`config.mk`:
```
export PLATFORM = sky130hd
export DESIGN_NAME = dmem_arbiter
export DESIGN_NICKNAME = d
export VERILOG_FILES = /design/src/rtl/dmem_arbiter.sv
export SDC_FILE = /design/constraint.sdc
export NUM_CORES = 1
export LEC_CHECK = 0
export CAP_MARGIN = 15
export CORE_UTILIZATION = 40
export CTS_CLUSTER_SIZE = 20
export DETAILED_ROUTE_END_ITERATION = 10
export GPL_TIMING_DRIVEN = 1
export HOLD_SLACK_MARGIN = 0.12
export MAX_ROUTING_LAYER = met4
export PLACE_DENSITY_LB_ADDON = 0.15
export SLEW_MARGIN = 25
export SYNTH_ARGS = -nofsm -noshare
export SYNTH_HDL_FRONTEND = slang
export SYNTH_SLANG_ARGS = --single-unit
```
`constraint.sdc`:
```
create_clock -name clk -period 1.6 [get_ports clk]
set_clock_uncertainty 0.05 [all_clocks]
set_input_delay 0.24 -clock clk [delete_from_list [all_inputs] [get_ports clk]]
set_output_delay 0.24 -clock clk [all_outputs]
set_load 0.005 [all_outputs]
```
`src/rtl/dmem_arbiter.sv`:
```
// rtl/dmem_arbiter.sv - two-port arbiter for the 128-word data SRAM; DMEM_ARB_FIXED_PRIO_EN selects fixed port-0 priority
module dmem_arbiter #(
    parameter int ADDR_W = 7,
    parameter int DATA_W = 32
) (
    input  logic              clk,
    input  logic              rst_n,
    input  logic              req0_valid,
    input  logic              req0_we,
    input  logic [ADDR_W-1:0] req0_addr,
    input  logic [DATA_W-1:0] req0_wdata,
    output logic              req0_ready,
    input  logic              req1_valid,
    input  logic              req1_we,
    input  logic [ADDR_W-1:0] req1_addr,
    input  logic [DATA_W-1:0] req1_wdata,
    output logic              req1_ready,
    output logic              rsp0_valid,
    output logic [DATA_W-1:0] rsp0_rdata,
    output logic              rsp1_valid,
    output logic [DATA_W-1:0] rsp1_rdata,
    output logic              CEN,
    output logic              WEN,
    output logic              OEN,
    output logic [ADDR_W-1:0] A,
    output logic [DATA_W-1:0] Data2Mem,
    input  logic [DATA_W-1:0] ReadDataMem
);

    logic              grant0;
    logic              grant1;
    logic              accept;

    logic              cmd_vld_q,   cmd_vld_d;
    logic              cmd_we_q,    cmd_we_d;
    logic              cmd_port_q,  cmd_port_d;
    logic [ADDR_W-1:0] cmd_addr_q,  cmd_addr_d;
    logic [DATA_W-1:0] cmd_wdata_q, cmd_wdata_d;

    logic              rsp0_valid_q, rsp0_valid_d;
    logic              rsp1_valid_q, rsp1_valid_d;
    logic [DATA_W-1:0] rsp0_rdata_q, rsp0_rdata_d;
    logic [DATA_W-1:0] rsp1_rdata_q, rsp1_rdata_d;

    assign accept = grant0 | grant1;

`ifdef DMEM_ARB_FIXED_PRIO_EN
    // Port 0 always wins; port 1 only gets the SRAM when port 0 is idle
    always_comb begin
        grant0 = 1'b0;
        grant1 = 1'b0;
        if (rst_n) begin
            grant0 = req0_valid;
            grant1 = req1_valid & ~req0_valid;
        end
    end
`else
    logic prio_q, prio_d;

    // Sole requester wins; on contention the port named by prio wins
    always_comb begin
        grant0 = 1'b0;
        grant1 = 1'b0;
        if (rst_n) begin
            if (req0_valid && req1_valid) begin
                grant0 = ~prio_q;
                grant1 = prio_q;
            end else begin
                grant0 = req0_valid;
                grant1 = req1_valid;
            end
        end
    end

    // After each grant the pointer moves to the port that was not served
    always_comb begin
        prio_d = prio_q;
        if (accept) begin
            prio_d = grant0;
        end
    end

    // Priority pointer register
    always_ff @(posedge clk) begin
        if (!rst_n) begin
            prio_q <= 1'b0;
        end else begin
            prio_q <= prio_d;
        end
    end
`endif

    assign req0_ready = grant0;
    assign req1_ready = grant1;

    // Capture the winning command; address/data hold when nothing is accepted
    always_comb begin
        cmd_vld_d   = accept;
        cmd_we_d    = cmd_we_q;
        cmd_port_d  = cmd_port_q;
        cmd_addr_d  = cmd_addr_q;
        cmd_wdata_d = cmd_wdata_q;
        if (grant0) begin
            cmd_we_d    = req0_we;
            cmd_port_d  = 1'b0;
            cmd_addr_d  = req0_addr;
            cmd_wdata_d = req0_wdata;
        end else if (grant1) begin
            cmd_we_d    = req1_we;
            cmd_port_d  = 1'b1;
            cmd_addr_d  = req1_addr;
            cmd_wdata_d = req1_wdata;
        end
    end

    // A read in its access cycle lands in the owning port's response register
    always_comb begin
        rsp0_valid_d = cmd_vld_q & ~cmd_we_q & ~cmd_port_q;
        rsp1_valid_d = cmd_vld_q & ~cmd_we_q &  cmd_port_q;
        rsp0_rdata_d = rsp0_valid_d ? ReadDataMem : rsp0_rdata_q;
        rsp1_rdata_d = rsp1_valid_d ? ReadDataMem : rsp1_rdata_q;
    end

    // Command and response registers
    always_ff @(posedge clk) begin
        if (!rst_n) begin
            cmd_vld_q    <= 1'b0;
            cmd_we_q     <= 1'b0;
            cmd_port_q   <= 1'b0;
            cmd_addr_q   <= '0;
            cmd_wdata_q  <= '0;
            rsp0_valid_q <= 1'b0;
            rsp1_valid_q <= 1'b0;
            rsp0_rdata_q <= '0;
            rsp1_rdata_q <= '0;
        end else begin
            cmd_vld_q    <= cmd_vld_d;
            cmd_we_q     <= cmd_we_d;
            cmd_port_q   <= cmd_port_d;
            cmd_addr_q   <= cmd_addr_d;
            cmd_wdata_q  <= cmd_wdata_d;
            rsp0_valid_q <= rsp0_valid_d;
            rsp1_valid_q <= rsp1_valid_d;
            rsp0_rdata_q <= rsp0_rdata_d;
            rsp1_rdata_q <= rsp1_rdata_d;
        end
    end

    assign CEN        = ~cmd_vld_q;
    assign WEN        = ~(cmd_vld_q & cmd_we_q);
    assign OEN        = ~(cmd_vld_q & ~cmd_we_q);
    assign A          = cmd_addr_q;
    assign Data2Mem   = cmd_wdata_q;
    assign rsp0_valid = rsp0_valid_q;
    assign rsp1_valid = rsp1_valid_q;
    assign rsp0_rdata = rsp0_rdata_q;
    assign rsp1_rdata = rsp1_rdata_q;

endmodule

```
==> impl_results.md, run 1 <==
* Outcome: complete, no violations
* Synth Instances at 514
* Routed vias at about 4400
* Hold Buf Count CTS at 0
* Top-area cell type share of the netlist area at 0.503
* Area of the core at 0.0104 sq mm
* Crit path DAT at 1.25 ns
* I/O pins at between 200 and 250
* Final Util at 0.667
* Final std cells w/o fill at roughly 870
* Routed WL per cell at between 15 and 20 um
* Hpwl dp at 9130 um
* Max Cap Viol at 0
* CP Buf/Inv Count at 1
* First-pass GRT wire length at around 21000 um
* Post-synth cell types at 27
* DRT Wirelength at roughly 13000 um
* CP peak stage delay at 0.52 ns
* Nets at 840
* Max Fclk at roughly 650 MHz
* Pwr/cell area at 836 mW/mm^2
* Total grt overflow at 0
* Cell area after layout at between 0.006 and 0.007 sq mm
* Leakage at ~2.5 nW
* Drt pass-1 iters at 4
* Post-DRT Antenna Nets at 0
* Layout cell share with drive strength beyond 1 at 0.0576
* Die width at roughly 110 um
* Clock slew seen by the registers of the worst setup and hold paths at 0.10 ns
* Slew headroom at 0.576
* Via density at roughly 5
* Worst slew pin tran at between 0.6 and 0.7 ns
* Startpoint Class: register
* # clock sinks at 109
* CP Depth at 1
* Setup-failing EPs final at 0
* Vias in the first global route at approximately 4300
* Commonest non-fill, non-tap cell in the layout: clkdlybuf4s50_1
* Final period util at 0.965
* Clock root cell: clkbuf_8
* Dpl cells at approximately 850
* Longest Clk Path Bufs at 2
* Top post-synthesis cells by area: dfxtp_1 50%, nand2_1 17%, a21boi_0 8.8%
* Avg Cell Area, Syn at between 8 and 9 sq um
* Fillers at around 910
* Total GRT Usage at 0.236
* Crit Path Class: register to output port
* Postcts setup bufs at 0
* Placed instance area at between 0.006 and 0.007 sq mm
* Critical-path cell list: clkdlybuf4s50_1
* CP max FO at 2
* Ys flop type: dfxtp_1
* R2r worst-path depth at 4
* RePlAce Congestion at 0.756
* CP Capture Type: output port
* Antenna cell count at 0
* CTS Buf Count at 9
* H-tree Lvls at 3
* Fin crit period at ~1.5 ns
* Skew-Pair Late Insertion Delay at about 0.35 ns
* Synthesis-stage register bit count at 109
* Antenna violations before repair at 0
* Post-synth ARST share at 0
* CTS tree: built
* Largest net degree at the start of global routing at slightly below 80
* Maximum vdd drop at between 0.0005 and 0.0006 V
* Starting Density at 0.416
* Final TNS setup at 0 ns
* Slowest stage cell on the critical path: clkdlybuf4s50_1
* Syn Nets at 630
* Req. time, crit path at about 1.3 ns
* Port Buffer Count at between 200 and 250
* Chip Height at 106 um
* Residual DRC at 0
* Rows at 37
* Die footprint at about 0.011 sq mm
* Most frequent cells in the layout: 217 x clkdlybuf4s50_1, 199 x nand2_1, 106 x dfxtp_1
* Hold path depth at 4
* Starting DRT DRC Count at approximately 190
* Yosys synthesis warning count at 0
* CTS resizes at 11
* Fin. max-slew vios at 0
* Mapped cell area at 0.00434 sq mm
* Area Overhead vs Synth at 60.1%
* RSZ-0062 raised after global routing: no
* Post-synthesis sequential area ratio at 0.503
* Min-Delay Path Class: input pin to register
* Cell taking the most area after synthesis: dfxtp_1
* CP top delay family: buffers and inverters
* Number of synthesized flops with an enable pin at 0
* Final hold violations at 0
## final cells by class
| class | instances | area [sq um] | share of cell area |
|---|---|---|---|
| multi-input cells | 360 | 1940 | 0.279 |
| repair buffers | 242 | 2430 | 0.351 |
| clock inverters | 5 | 60.1 | 0.00865 |
| clock buffers | 11 | 141 | 0.0204 |
| well taps | 136 | 170 | 0.0245 |
| inverters | 2 | 7.51 | 0.00108 |
| flip-flops and latches | 109 | 2190 | 0.316 |
## tightest hold or removal path: stages
cell	delay (ns)
buf_2	0.13
buf_4	0.22
nand2_1	0.09
o311ai_1	0.07
## per-stage QoR
stage	setup slack, ns	total power, mW	hold WS (ns)
2_1_floorplan	0.308	3.42	0.325
3_3_place_gp	-0.317	4.16	0.391
3_5_place_dp	-0.323	4.19	0.400
4_1_cts	0.00694	5.87	0.369
5_1_grt	0.00559	6.09	0.394
6_report	0.0561	5.81	0.389
## worst paths after layout
kind / from / to / slack [ns]
setup reg to reg: prio_q$_SDFFE_PN0P_ / Data2Mem[15]$_SDFFE_PN0P_ / 0.18
hold / removal: rst_n / Data2Mem[20]$_SDFFE_PN0P_ / 0.39
setup / recovery: Data2Mem[26]$_SDFFE_PN0P_ / Data2Mem[26] / 0.06
hold reg to reg: rsp0_rdata[26]$_SDFFE_PN0P_ / rsp0_rdata[26]$_SDFFE_PN0P_ / 0.41
## report_power, final
part	internal, mW	switching (mW)
registers	2.88	0.0955
logic	0.704	0.431
clock network	0.772	0.921
total	4.36	1.45
## routing by layer
layer,vias to the layer above,share of wire,GRT usage
met1,2021,0.42,0.271
met5,-,0,-
met2,177,0.49,0.404
met3,27,0.066,0.0478
met4,0,0.023,0.0913
li1,2157,-,-
## flip-flops by register name (all words and copies together), names as in the netlist, 7 cells and up
signal,count
A,7
Data2Mem,32
rsp0_rdata,32
rsp1_rdata,32
## cells in the mapped netlist, types with 2 or more instances
cell type,n
a21boi_0,51
a21boi_1,13
a221o_1,6
and2_1,9
buf_2,15
buf_4,4
buf_6,4
clkbuf_1,20
dfxtp_1,109
inv_1,2
nand2_1,199
nand3_1,34
nor2_1,2
o311ai_1,33
## cell families after synthesis
| group | Yosys count | share of synthesized area |
|---|---|---|
| compound gates | 108 | 0.202 |
| buf+inv | 45 | 0.0537 |
| flops | 109 | 0.503 |
| simple gates | 252 | 0.241 |
No activity file was read; power rests on OpenSTA's default activity.
==> inputs of run 2 (changes only) <==
CTS_CLUSTER_DIAMETER = 100   (was unset)
==> results of run 2 <==
No change in the layout: final DEF, timing and power equal those of run 1.
